<file path="src/rtl/bth_mlt_seq.sv">
// Sequential radix-2 Booth multiplier: one Booth step per clock, WIDTH+1 steps per product.
// Operands are extended to WIDTH+1 bits, so signed and unsigned share a single datapath.
module bth_mlt_seq #(
    parameter int WIDTH = 4
) (
    input  logic                 clk,
    input  logic                 rst,
    input  logic                 load,
    input  logic [WIDTH-1:0]     inp_q,
    input  logic [WIDTH-1:0]     inp_m,
    input  logic                 mode_signed,
    output logic [2*WIDTH-1:0]   prod,
    output logic                 busy,
    output logic                 done
);

    localparam int AW = WIDTH + 1;
    localparam int CW = $clog2(WIDTH + 2);

    typedef enum logic {
        IDLE,
        RUN
    } state_t;

    state_t               state_q, state_d;
    logic [AW-1:0]        a_q, a_d;
    logic [AW-1:0]        m_q, m_d;
    logic [AW-1:0]        q_q, q_d;
    logic                 q1_q, q1_d;
    logic [CW-1:0]        count_q, count_d;
    logic [2*WIDTH-1:0]   prod_q, prod_d;
    logic                 done_q, done_d;

    logic [AW-1:0]        ext_q, ext_m;
    logic [AW-1:0]        sum;
    logic [AW-1:0]        a_sh, q_sh;
    logic                 q1_sh;

    // One Booth step: conditional add/subtract, then arithmetic shift of {A,Q,Q_1}.
    always_comb begin
        ext_q = {mode_signed & inp_q[WIDTH-1], inp_q};
        ext_m = {mode_signed & inp_m[WIDTH-1], inp_m};
        case ({q_q[0], q1_q})
            2'b01:   sum = a_q + m_q;
            2'b10:   sum = a_q - m_q;
            default: sum = a_q;
        endcase
        a_sh  = {sum[AW-1], sum[AW-1:1]};
        q_sh  = {sum[0], q_q[AW-1:1]};
        q1_sh = q_q[0];
    end

    always_comb begin
        state_d = state_q;
        a_d     = a_q;
        m_d     = m_q;
        q_d     = q_q;
        q1_d    = q1_q;
        count_d = count_q;
        prod_d  = prod_q;
        done_d  = 1'b0;
        case (state_q)
            IDLE: begin
                if (load) begin
                    a_d     = '0;
                    q_d     = ext_q;
                    m_d     = ext_m;
                    q1_d    = 1'b0;
                    count_d = CW'(WIDTH + 1);
                    state_d = RUN;
                end
            end
            RUN: begin
                a_d     = a_sh;
                q_d     = q_sh;
                q1_d    = q1_sh;
                count_d = count_q - CW'(1);
                // The two top bits of the shifted {A,Q} are redundant sign bits.
                if (count_q == CW'(1)) begin
                    prod_d  = {a_sh[WIDTH-2:0], q_sh};
                    done_d  = 1'b1;
                    state_d = IDLE;
                end
            end
            default: state_d = IDLE;
        endcase
    end

    always_ff @(posedge clk or negedge rst) begin
        if (!rst) begin
            state_q <= IDLE;
            a_q     <= '0;
            m_q     <= '0;
            q_q     <= '0;
            q1_q    <= 1'b0;
            count_q <= '0;
            prod_q  <= '0;
            done_q  <= 1'b0;
        end else begin
            state_q <= state_d;
            a_q     <= a_d;
            m_q     <= m_d;
            q_q     <= q_d;
            q1_q    <= q1_d;
            count_q <= count_d;
            prod_q  <= prod_d;
            done_q  <= done_d;
        end
    end

    assign prod = prod_q;
    assign busy = (state_q == RUN);
    assign done = done_q;

endmodule

</file>
<file path="config.mk">
export PLATFORM = sky130hd
export DESIGN_NAME = bth_mlt_seq
export DESIGN_NICKNAME = d
export VERILOG_FILES = /design/src/rtl/bth_mlt_seq.sv
export SDC_FILE = /design/constraint.sdc
export NUM_CORES = 1
export LEC_CHECK = 0
export CAP_MARGIN = 40
export CORE_MARGIN = 2
export CORE_UTILIZATION = 28
export DETAILED_ROUTE_END_ITERATION = 6
export SLEW_MARGIN = 30
export SYNTH_ARGS = -nofsm -noshare
export SYNTH_HDL_FRONTEND = slang
export SYNTH_SLANG_ARGS = --single-unit
</file>
<file path="constraint.sdc">
create_clock -name clk -period 2.3 [get_ports clk]
set_input_delay 0.345 -clock clk [delete_from_list [all_inputs] [get_ports clk]]
set_output_delay 0.345 -clock clk [all_outputs]
set_load 0.02 [all_outputs]
</file>
Yosys cells after proc, flatten, opt, wreduce, memory -nomap -nowiden
Cells that the tools add are included.
{ "op_classes": {"addsub": 3, "n_mux": 14, "n_eq_ne": 4, "order_cmp": 0, "multipliers": 0, "n_div": 0, "bitwise_logic": 3, "n_reduce_logical": 2, "shift": 0} }
{ "ops": {"columns": ["cell", "count"], "rows": [
  ["$pmux W5 S2", 3],
  ["$mux W5", 2],
  ["$pmux W3 S2", 1],
  ["$add A5 B5 Y5", 1],
  ["$mux W1", 5],
  ["$sub A5 B5 Y5", 1],
  ["$pmux W1 S2", 2],
  ["$reduce_and A2 Y1", 2],
  ["$eq A3 B1 Y1 const B", 1],
  ["$mux W3", 1],
  ["$sub A3 B1 Y3 const B", 1],
  ["$and A1 B1 Y1", 2],
  ["$eq A2 B1 Y1 const B", 1],
  ["$eq A2 B2 Y1 const B", 1],
  ["$ne A2 B2 Y1 const B", 1],
  ["$not A1 Y1", 1]
]} }
{ "word_totals": {"ff_bits": 29, "elab_cells": 34, "out_inout_bits": 10, "latch_bits": 0, "input_bits": 12, "ram_bits": 0, "romBits": 0, "memories": 0} }

Longest topological paths before layout
Gate-level depths: netlist of run 1.
{ "logic_depth": {"ltp_word": 3, "mapped_depth": 10, "ltp_nobuf": 10} }

Worst setup path after synthesis of run 1
No wires, ideal clock.
{ "synth_path": {"kind": "register to register", "startpoint": "reg q1_q", "endpoint": "reg a_q[3]", "n_path_buf": 0, "path_stages_with_launch": 10, "setup_ns": 0.069, "period_less_slack_ns": 2.128, "t_required_ns": 2.231, "arrival_ns": 2.059, "path_slack_ns": 0.172, "path_cell_list": "dfrtp_1 inv_1 ha_1 mux2_2 fa_1 nand2b_1 a21oi_1 nor3b_1 o21ai_0 nand3_1"} }
{ "synth_via": {"elab_chain_cells": 3, "word_cells_on_any_way": 4, "cone_classes": "eq/ne: 2; mux: 2"} }
{ "synth_lines": {"columns": ["element", "line", "rtl"], "rows": [
  ["start, declared", "29", "logic q1_q, q1_d;"],
  ["start signal, assigned", "104", "q1_q <= q1_d;"],
  ["$eq A2 B2 Y1 or $eq A2 B1 Y1 (tied branches)", "43", "case ({q_q[0], q1_q})"],
  ["$pmux W5 S2 *", "43", null],
  ["$pmux W5 S2 *", "62", "case (state_q)"],
  ["end signal, assigned", "92", "a_q <= '0;"],
  ["end signal, assigned", "101", "a_q <= a_d;"],
  ["end, declared", "26", "logic [AW-1:0] a_q, a_d;"]
]} }
Every way passes the cells marked *; elsewhere a longest branch is shown, timed or not.
A chain may end at the register's enable or synchronous reset.

Worst setup path after layout of run 1
{ "layout_path": {"startpoint": "reg m_q[0]", "endpoint": "reg a_q[3]"} }
{ "layout_via": {"elab_chain_cells": 3, "word_cells_on_any_way": 4, "cone_classes": "add/sub: 2; mux: 2"} }
{ "layout_lines": {"columns": ["element", "line", "rtl"], "rows": [
  ["start, declared", "27", "logic [AW-1:0] m_q, m_d;"],
  ["start signal, assigned", "102", "m_q <= m_d;"],
  ["$sub A5 B5 Y5 or $add A5 B5 Y5 (tied branches)", "45, 44", null],
  ["$pmux W5 S2 *", "43", null],
  ["$pmux W5 S2 *", "62", null]
]} }
Marks and branches as above.

==> summary.txt, run 1 <==
Outcome
  – Outcome: finished clean

Clock tree
  – TritonCTS Buffers: 3
  – Root Buffer: clkbuf_8
  – Clk_lat worst skew: between 200 and 300 ps
  – H-tree Lvls: 1
  – Postcts setup bufs: 0
  – CTS Sinks: 28
  – CTS tree: yes
  – CTS Hold Buffers Added: 0
  – Clock tree buffer depth: 2
  – Clock transition at the registers of the reported paths: roughly 100 ps

Die
  – Starting Density: 0.2885
  – Die H: 76.31 um
  – Io pins: 22
  – Core area: 5075 um^2
  – Die ar.: roughly 5800 um^2
  – Die Wd: roughly 76 um
  – Cell Rows: 26

STA
  – Total negative slack: 0 ps
  – Slew at the pin with the worst max-slew slack: approximately 490 ps
  – Slew headroom: 0.6724
  – Tmin final: 2165 ps
  – Final setup viols: 0
  – Period utilization: 0.9412
  – Final Hold Vio Count: 0
  – FMAX: about 460 MHz
  – Clk_skew: roughly 4.6 ps
  – RSZ-0062 raised after global routing: false
  – Final max-slew violation count: 0

Critical path
  – Crit Reg-Reg Startpoint: m_q[0]
  – Worst Setup Start Kind: register
  – Crit path required time: between 2000 and 3000 ps
  – Critical Path Fanout Max: 4
  – R2r worst-path depth: 9
  – R2R setup slack: roughly 140 ps
  – R2R Path End: a_q[3]
  – Worst setup EP type: register
  – Arrival time at the worst endpoint: 2380 ps
  – Critical path launch point: m_q[0]
  – Crit path kind: register to register
  – Crit path to: a_q[3]

Cells and area
  – Area Overhead vs Synth: 26.67%
  – Commonest non-fill, non-tap cell in the layout: dfrtp_1
  – Most frequent cells in the layout: dfrtp_1, nand2_1, clkdlybuf4s50_1, o21ai_0, inv_1
  – Fillers: approximately 530
  – Post-Layout Cell Count: between 200 and 250
  – Diode count: 0
  – Layout Nets: just under 200
  – Finished Cell Area: 1854 um^2
  – Layout cells sized above 1: 0.1214

Route
  – 1st-iter DRT viols: 39
  – Metal-1 WL: 1444 um
  – DR vias: 1094
  – Final ANT Viol Nets: 0
  – Detailed route wirelength on metal2: about 1400 um
  – Top Metal Used: met4
  – DR DRC count: 0
  – Aggregate routed wire length: between 2000 and 3000 um
  – Drt first pass iters: 4
  – Via/cell ratio: 4.502
  – Routed wl met3: ~67 um
  – WL/cell: 12.27 um

Logic synthesis
  – Number of distinct library cells after synthesis: 34
  – Post-Syn Area per Cell: between 9 and 10 um^2
  – Largest cells by area after synthesis: dfrtp_1, ha_1, nand2_1
  – Syn_nets: 171
  – Ys Warns: 0
  – Sequential fraction of the synthesis area: 0.4786
  – Synthesized area: between 1000 and 1500 um^2
  – Post-synthesis register bit count: 28
  – Yosys top cell by area: dfrtp_1
  – Synth top area share: 0.4786
  – Gate Count Post-Synth: 150

Power
  – Static Leak: between 0.8 and 0.9 nW
  – Worst IR Drop VDD: 0.5986 mV
  – Pwr dens: approximately 1700 nW/um^2

Global route
  – All-layer global routing usage: 0.1105
  – Largest net degree at the start of global routing: 29
  – GRT overflow: 0
  – First-pass GRT wire length: around 5200 um
  – Vias in the first global route: 1093
  – Antenna violations before repair: 0

Place
  – I/O Buffers: 21
  – Post-DP Area: 1760 um^2
  – Placed wire-length estimate: 2207 um
  – GPL Wtd Cong: roughly 0.82
  – Post-Place Cells: ~240

Run
  – Max-cap violations: 0

Min path
  – Hold/Removal Path Class: primary input to asynchronous set/reset pin
==> synthesized netlist by cell type (all sizes together) <==
cell,instances
and3,2
xor2,2
a21oi,10
nor3,3
a21o,1
or3,1
dfrtp,28
clkbuf,1
nor4,1
a311oi,1
nor3b,3
nand3b,1
ha,8
mux2i,5
buf,5
nand2,23
o211ai,1
inv,12
nand2b,1
or2b,1
nor2,10
nand4bb,1
a22o,2
xnor2,3
fa,1
o21ai,13
nor2b,2
mux2,4
o31ai,1
nand3,2
or2,1
==> routing by layer <==
layer	vias to the layer above	global-route usage
li1	552	-
met1	527	0.1540
met2	11	0.1717
met3	4	0.01777
met4	0	0.04364
met5	-	0
==> how the worst min path moves through the flow <==
stage               startpoint  endpoint  slack [ps]  cells past startpoint
finish                     rst   prod[0]         430                      2
global route               rst    q_q[1]         480                      2
CTS                        rst   prod[0]         440                      2
detailed placement     prod[2]   prod[2]         460                      2
global placement       prod[1]   prod[1]         460                      2
floorplan                  rst    a_q[0]          50                      0
==> state kept, by name (all words and copies together) (netlist names) <==
| signal | flops |
|---|---|
| q1_q | 1 |
| m_q | 5 |
| prod | 8 |
| busy | 1 |
| a_q | 4 |
| count_q | 3 |
| q_q | 5 |
| done | 1 |
==> logic make-up (layout without fill, tap and decap cells) <==
kind of cell / Yosys count / in the layout / share of synthesized area
flops: 28 / 28 / 0.4786
mux: 9 / 9 / 0.06496
fa+ha+maj: 9 / 9 / 0.08205
xor+xnor: 5 / 5 / 0.02992
simple gates: 52 / 52 / 0.1769
compound gates: 29 / 29 / 0.1154
buf+inv: 18 / 41 / 0.05213
==> worst max-delay path, cell delays in order (launching register included) <==
cell and delay, ps:
dfrtp_1 400, inv_1 70, ha_1 290, mux2_4 290, fa_2 340, nand2b_1 160, a21oi_2 200, nor3b_2 180
o21ai_0 100, nand3_1 70
==> stage by stage <==
stage                     setup slack, ps  hold WS [ps]    util  total power [mW]
after floorplan                     172.0         49.41       -             2.158
after global placement              89.99         463.2  0.3469             2.588
after detailed placement            5.971         462.2  0.3469             2.624
after CTS                           36.97         442.5  0.3617             3.051
after global routing                14.62         483.0  0.3654             3.367
final                               135.3         431.8  0.3654             3.082
==> what timing repair did <==
item	CTS	global route
gates resized for setup	1	5
endpoints found under the setup margin	1	1
pin swaps	0	1
==> where the power goes <==
part / internal (mW) / total (mW) / switching [mW]
combinational: 0.823 / 1.76 / 0.936
sequential: 0.737 / 0.930 / 0.193
clock: 0.233 / 0.392 / 0.159
==> cell type report <==
cell class                 count  area (um^2)  share of cell area
multi-input combinational    104        709.4              0.3826
sequential                    28        700.7              0.3779
timing repair buffer          25        240.2              0.1296
tap                           70        87.58             0.04723
inverter                      12        45.04             0.02429
clock buffer                   3        41.29             0.02227
clock inverter                 1        30.03             0.01619
Note: power is estimated with default switching activity, not from simulation.
==> run 2: changes to the inputs <==
--- a/config.mk
+++ b/config.mk
@@ -9,6 +9,7 @@
 export CORE_MARGIN = 2
 export CORE_UTILIZATION = 28
 export DETAILED_ROUTE_END_ITERATION = 6
+export SKIP_LAST_GASP = 1
 export SLEW_MARGIN = 30
 export SYNTH_ARGS = -nofsm -noshare
 export SYNTH_HDL_FRONTEND = slang
==> constraint.sdc (replaced) <==
create_clock -name clk -period 2.05 [get_ports clk]
set_input_delay 0.3075 -clock clk [delete_from_list [all_inputs] [get_ports clk]]
set_output_delay 0.3075 -clock clk [all_outputs]
set_load 0.02 [all_outputs]
==> run 2 against run 1 <==
Compared with the run above: sequential power increased by 12%; sequential share of layout area shrank 2.5 points; first-iteration DRC count rose by 69%; via count is 1.8% higher; sequential cell count stayed put; non-clock buffer count is 11 higher; hold slack lost 34 ps; count of clock-buffer cells in the layout did not move; largest cell class unchanged; highest routed layer unchanged.
==> summary.txt, run 2 (synthesis gave the netlist of run 1 again) <==
STA
  – Period utilization: 0.9760 (+0.03487)
  – FMAX: 499.8 MHz (+8.2%)
  – Tmin final: 2001 ps (-163.8 ps)
  – Slew at the pin with the worst max-slew slack: 445.9 ps (-44.06 ps)
  – Slew headroom: 0.7016 (+0.02926)
  – RSZ-0062 raised after global routing: true
  – Final max-slew violation count: 0 (unchanged)
  – Total negative slack: 0 ps (unchanged)
  – Hold_ws: 397.3 ps (-34.49 ps)
  – Final setup viols: 0 (unchanged)
  – Final setup margin: 49.10 ps (-86.19 ps)
  – Final Hold Vio Count: 0 (unchanged)
  – Clk_skew: 2.336 ps (-2.303 ps)

Die
  – Core area: 5075 um^2 (unchanged)
  – Die ar.: 5822 um^2 (unchanged)
  – Die H: 76.31 um (unchanged)
  – Starting Density: 0.2885 (unchanged)
  – Io pins: 22 (unchanged)
  – Die Wd: 76.31 um (unchanged)
  – Cell Rows: 26 (unchanged)

Power
  – Sw Share: 0.4051 (-0.01298)
  – Clock share of power: 0.114 (-0.013)
  – Total power: 3.855 mW (+25%)
  – Switching pwr: 1.562 mW (+21%)
  – Pwr dens: 1939 nW/um^2 (+17%)
  – Static Leak: 0.8988 nW (+7.4%)
  – Gate power share: 0.616 (+0.045)
  – Worst IR Drop VDD: 0.7774 mV (+30%)
  – Cell Int Power: 2.294 mW (+28%)
  – Sequential share of power: 0.270 (-0.032)

Critical path
  – CP cell instances: inv_2 -> ha_4 -> mux2_4 -> fa_2 -> nand2b_4 -> a21oi_4 -> nor3b_2 -> o21ai_1 -> nand3_1
  – Critical Path Fanout Max: 4 (unchanged)
  – Crit path required time: 2270 ps (-250 ps)
  – Worst setup EP type: register
  – Critical path launch point: m_q[0]
  – Slowest CP cell: dfrtp_1
  – Crit path kind: register to register
  – Worst Setup Start Kind: register
  – CP max stage delay: 400 ps (about the same)
  – Crit Reg-Reg Startpoint: m_q[0]
  – Arrival time at the worst endpoint: 2220 ps (-160 ps)

Clock tree
  – CTS Sinks: 28 (unchanged)
  – Root Buffer: clkbuf_8
  – CTS Hold Buffers Added: 0 (unchanged)
  – CTS tree: yes
  – Clock transition at the registers of the reported paths: 100 ps (about the same)
  – Clk_lat worst skew: 270 ps (about the same)
  – Clock tree buffer depth: 2 (unchanged)
  – TritonCTS Buffers: 3 (unchanged)
  – H-tree Lvls: 1 (unchanged)

Route
  – Final ANT Viol Nets: 0 (unchanged)
  – DR vias: 1114 (+1.8%)
  – Drt first pass iters: 4 (unchanged)
  – WL/cell: 11.52 um (-6.1%)
  – Aggregate routed wire length: 2926 um (-1.8%)
  – DR DRC count: 0 (unchanged)
  – Via/cell ratio: 4.386 (-2.6%)
  – 1st-iter DRT viols: 66 (+69%)

Global route
  – GRT overflow: 0 (unchanged)
  – Largest net degree at the start of global routing: 29 (unchanged)
  – Antenna violations before repair: 0 (unchanged)
  – Vias in the first global route: 1063 (-2.7%)
  – All-layer global routing usage: 0.1033 (-0.007197)
  – First-pass GRT wire length: 4871 um (-7.1%)

Place
  – I/O Buffers: 21 (unchanged)
  – GPL Wtd Cong: 0.7554 (-7.5%)
  – Setup Slack @ Placement: -82.49 ps (-88.46 ps)
  – Placed wire-length estimate: 2145 um (-2.8%)

Cells and area
  – Layout cells sized above 1: 0.2174 (+0.09600)
  – Fillers: 545 (+3.4%)
  – Area Overhead vs Synth: 35.81%
  – Final core occ: 0.3918 (+0.02638)
  – Most frequent cells in the layout: dfrtp_1, nand2_1, clkdlybuf4s50_1, buf_4, o21ai_0
  – Max reg flops: 8 (unchanged)
  – Commonest non-fill, non-tap cell in the layout: dfrtp_1
  – Diode count: 0 (unchanged)
  – Layout Nets: 206 (+5.6%)

Outcome
  – Outcome: finished clean

Min path
  – Hold/Removal Path Class: primary input to asynchronous set/reset pin

Run
  – Max-cap violations: 0 (unchanged)
==> run 2: cell types whose count changed in the layout (fill, tap and decap cells not counted), sizes merged <==
cell  change
buf      +11
==> run 2: area by class of cell <==
cell class / count / area, um^2 / area share
Timing Repair Buffer: 36 / 322.8 / 0.1624
Multi-Input combinational cell: 104 / 760.7 / 0.3826
Tap cell: 70 / 87.58 / 0.04405
Clock buffer: 3 / 41.29 / 0.02077
Clock inverter: 1 / 30.03 / 0.01510
Sequential cell: 28 / 700.7 / 0.3524
Inverter: 12 / 45.04 / 0.02266
==> run 2: path summary, 6_finish.rpt <==
| check | endpoint | slack (ps) | cells after the start |
|---|---|---|---|
| setup / recovery | a_q[3] | 50 | 9 |
| hold / removal | prod[0] | 400 | 2 |
| setup reg to reg | a_q[3] | 50 | 9 |
| hold reg to reg | prod[2] | 480 | 2 |
| max in group asynchronous | a_q[3] | 1380 | 2 |
| min in group clk | prod[2] | 480 | 2 |
==> run 2: power by group through the flow <==
stage / Clock [mW] / Combinational (mW) / Sequential [mW]
floorplan: 0 / 1.37 / 1.11
global placement: 0 / 2.05 / 1.04
detailed placement: 0 / 2.07 / 1.05
CTS: 0.456 / 2.25 / 1.04
global route: 0.475 / 2.64 / 1.08
finish: 0.441 / 2.37 / 1.04
==> run 2: repair_timing <==
action / in CTS / in global routing
pin swaps: 1 / 3
setup buffers: 1 / 2
resized for setup: 7 / 8
setup endpoints to repair: 3 / 5
hold endpoints to repair: 0 / 0
==> run 2: per-stage QoR <==
| stage | std cells | cell area, um^2 |
|---|---|---|
| global placement | 247 | 1842 |
| finish | 254 | 1988 |
| global route | 254 | 1988 |
| floorplan | 150 | 1485 |
| CTS | 252 | 1947 |
| detailed placement | 247 | 1842 |
==> run 2: per-layer routing <==
metal	global-route usage	vias up	wire, um
met2	0.1690	11	1427
met3	0.02014	4	76
met4	0.03273	0	39
li1	-	574	-
met1	0.1379	525	1382
met5	0	-	0
==> run 2: critical path, delay by kind of cell, from the launching register on <==
kind,cells,cell delay [ps]
flip-flops,1,400
AND/OR/NAND/NOR,3,410
AO/OA/AOI/OAI,2,240
multiplexers,1,270
buffers and inverters,1,80
adder cells (fa/ha/maj),2,530
==> run 3: changes to the inputs <==
--- a/config.mk
+++ b/config.mk
@@ -9,6 +9,7 @@
 export CORE_MARGIN = 2
 export CORE_UTILIZATION = 28
 export DETAILED_ROUTE_END_ITERATION = 6
+export GPL_TIMING_DRIVEN = 0
 export SKIP_LAST_GASP = 1
 export SLEW_MARGIN = 30
 export SYNTH_ARGS = -nofsm -noshare
==> run 3 against run 2 <==
Compared with the run above: the run now ends with setup timing left; maximum frequency is 3.2% lower; clock power hardly changed; highest routed layer unchanged; sequential share of layout area is 1.4 points higher; cell count is 2.4% lower; first-iteration DRC count is 32% lower; critical path depth stayed put; core utilization is 1.5 points lower; hold slack worse by 360 ps; die area stayed put; design area is 3.7% lower; register-to-register slack worse by 70 ps.
==> summary.txt, run 3 (synthesis gave the netlist of run 1 again) <==
Outcome
  – Outcome: finished, violations left
  – Failing checks: setup timing

Critical path
  – Arrival time at the worst endpoint: 2280 ps (+60 ps)
  – R2r worst-path depth: 9 (unchanged)
  – Critical Path Fanout Max: 4 (unchanged)
  – Worst setup EP type: register
  – CP max stage delay: 400 ps (about the same)
  – CP cell instances: inv_2 -> ha_4 -> mux2_4 -> fa_2 -> nand2b_4 -> a21oi_4 -> nor3b_2 -> o21ai_1 -> nand3_1
  – Crit path kind: register to register
  – Worst Setup Start Kind: register
  – Crit path required time: 2270 ps (about the same)
  – Slowest CP cell: dfrtp_1
  – R2R setup slack: -20 ps (-70 ps)

Clock tree
  – Clock transition at the registers of the reported paths: 100 ps (about the same)
  – Root Buffer: clkbuf_8
  – CTS tree: yes
  – Clock tree buffer depth: 2 (unchanged)
  – H-tree Lvls: 1 (unchanged)
  – CTS Hold Buffers Added: 0 (unchanged)
  – TritonCTS Buffers: 3 (unchanged)
  – Clk_lat worst skew: 270 ps (about the same)
  – CTS Sinks: 28 (unchanged)

Die
  – Io pins: 22 (unchanged)
  – Cell Rows: 26 (unchanged)
  – Die ar.: 5822 um^2 (unchanged)
  – Core area: 5075 um^2 (unchanged)
  – Starting Density: 0.2885 (unchanged)
  – Die H: 76.31 um (unchanged)
  – Die Wd: 76.31 um (unchanged)

Cells and area
  – Final core occ: 0.3772 (-0.01455)
  – Post-Layout Cell Count: 248 (-2.4%)
  – Commonest non-fill, non-tap cell in the layout: dfrtp_1
  – Area Overhead vs Synth: 30.77%
  – Layout Nets: 200 (-2.9%)
  – Layout cells sized above 1: 0.1742 (-0.04323)
  – Most frequent cells in the layout: dfrtp_1, nand2_1, clkdlybuf4s50_1, nor2_1, o21ai_0
  – Diode count: 0 (unchanged)
  – Finished Cell Area: 1914 um^2 (-3.7%)
  – Max reg flops: 8 (unchanged)

STA
  – Final setup viols: 1 (+1)
  – Total negative slack: -16.25 ps (-16.25 ps)
  – FMAX: 484.0 MHz (-3.2%)
  – Clk_skew: 1.797 ps (-0.5396 ps)
  – Hold_ws: 32.42 ps (-364.9 ps)
  – Tmin final: 2066 ps (+65.36 ps)
  – Final max-slew violation count: 0 (unchanged)
  – Final setup margin: -16.25 ps (-65.36 ps)
  – Slew headroom: 0.5883 (-0.1133)
  – Slew at the pin with the worst max-slew slack: 617.6 ps (+171.7 ps)
  – Final Hold Vio Count: 0 (unchanged)
  – RSZ-0062 raised after global routing: true
  – Period utilization: 1.008 (+0.03188)

Power
  – Static Leak: 0.8609 nW (-4.2%)
  – Worst IR Drop VDD: 0.5537 mV (-29%)
  – Pwr dens: 1935 nW/um^2 (-0.19%)

Route
  – Final ANT Viol Nets: 0 (unchanged)
  – DR vias: 1104 (-0.90%)
  – WL/cell: 11.77 um (+2.2%)
  – 1st-iter DRT viols: 45 (-32%)
  – Aggregate routed wire length: 2920 um (-0.21%)
  – DR DRC count: 0 (unchanged)
  – Via/cell ratio: 4.452 (+1.5%)
  – Drt first pass iters: 4 (unchanged)

Min path
  – Hold/Removal Path Class: primary input to asynchronous set/reset pin

Place
  – I/O Buffers: 21 (unchanged)
  – Post-Place Cells: 241 (-2.4%)
  – Post-DP Area: 1778 um^2 (-3.5%)
  – Placed wire-length estimate: 2082 um (-3.0%)
  – GPL Wtd Cong: 0.8060 (+6.7%)

Global route
  – Largest net degree at the start of global routing: 29 (unchanged)
  – All-layer global routing usage: 0.1100 (+0.006721)
  – Vias in the first global route: 1089 (+2.4%)
  – First-pass GRT wire length: 5216 um (+7.1%)
  – Antenna violations before repair: 0 (unchanged)
  – GRT overflow: 0 (unchanged)

Run
  – Max-cap violations: 0 (unchanged)
==> run 3: report_power, final <==
part	total, mW	switching [mW]	internal (mW)
registers	1.05	0.219	0.827
logic	2.22	1.15	1.07
clock network	0.440	0.179	0.262
total	3.70	1.55	2.16
==> run 3: layout make-up <==
type	count	area (um^2)
Sequential cell	28	700.7
Timing Repair Buffer	24	227.7
Clock inverter	1	30.03
Inverter	12	45.04
Fill cell	533	3161
Buffer	6	31.28
Tap cell	70	87.58
Clock buffer	3	41.29
Multi-Input combinational cell	104	750.7
==> run 3: final timing paths <==
kind | start | endpoint
max reg2reg | m_q[1] | a_q[3]
min reg2reg | prod[0] | prod[0]
min in group clk | prod[0] | prod[0]
max in group asynchronous | rst | m_q[1]
min | rst | prod[0]
max | m_q[1] | a_q[3]
==> run 3: through the flow <==
step	power (mW)	worst slack [ps]
floorplan	2.479	1.782
global placement	2.977	-216.5
detailed placement	3.001	-208.9
CTS	3.688	-32.97
global route	4.087	-137.4
finish	3.705	-16.25
==> run 3: per-layer routing <==
metal  global-route usage  vias to the layer above  share of wire
met5                    0                        -              0
met4              0.03818                        0         0.0072
met3              0.02370                        2          0.033
met2               0.1699                       14           0.47
met1               0.1526                      523           0.49
li1                     -                      565              -
==> run 3: what timing repair did <==
action                     CTS  global route
pin swaps                    3             6
setup endpoints to repair    5             6
gates resized for setup      7             5
buffers inserted             3             0
==> run 3: critical path, delay by kind of cell, from the launching register on <==
kind            cells  cell delay (ps)
mux                 1              290
buf+inv             1               90
simple gates        3              430
flops               1              400
compound gates      2              250
fa+ha+maj           2              550
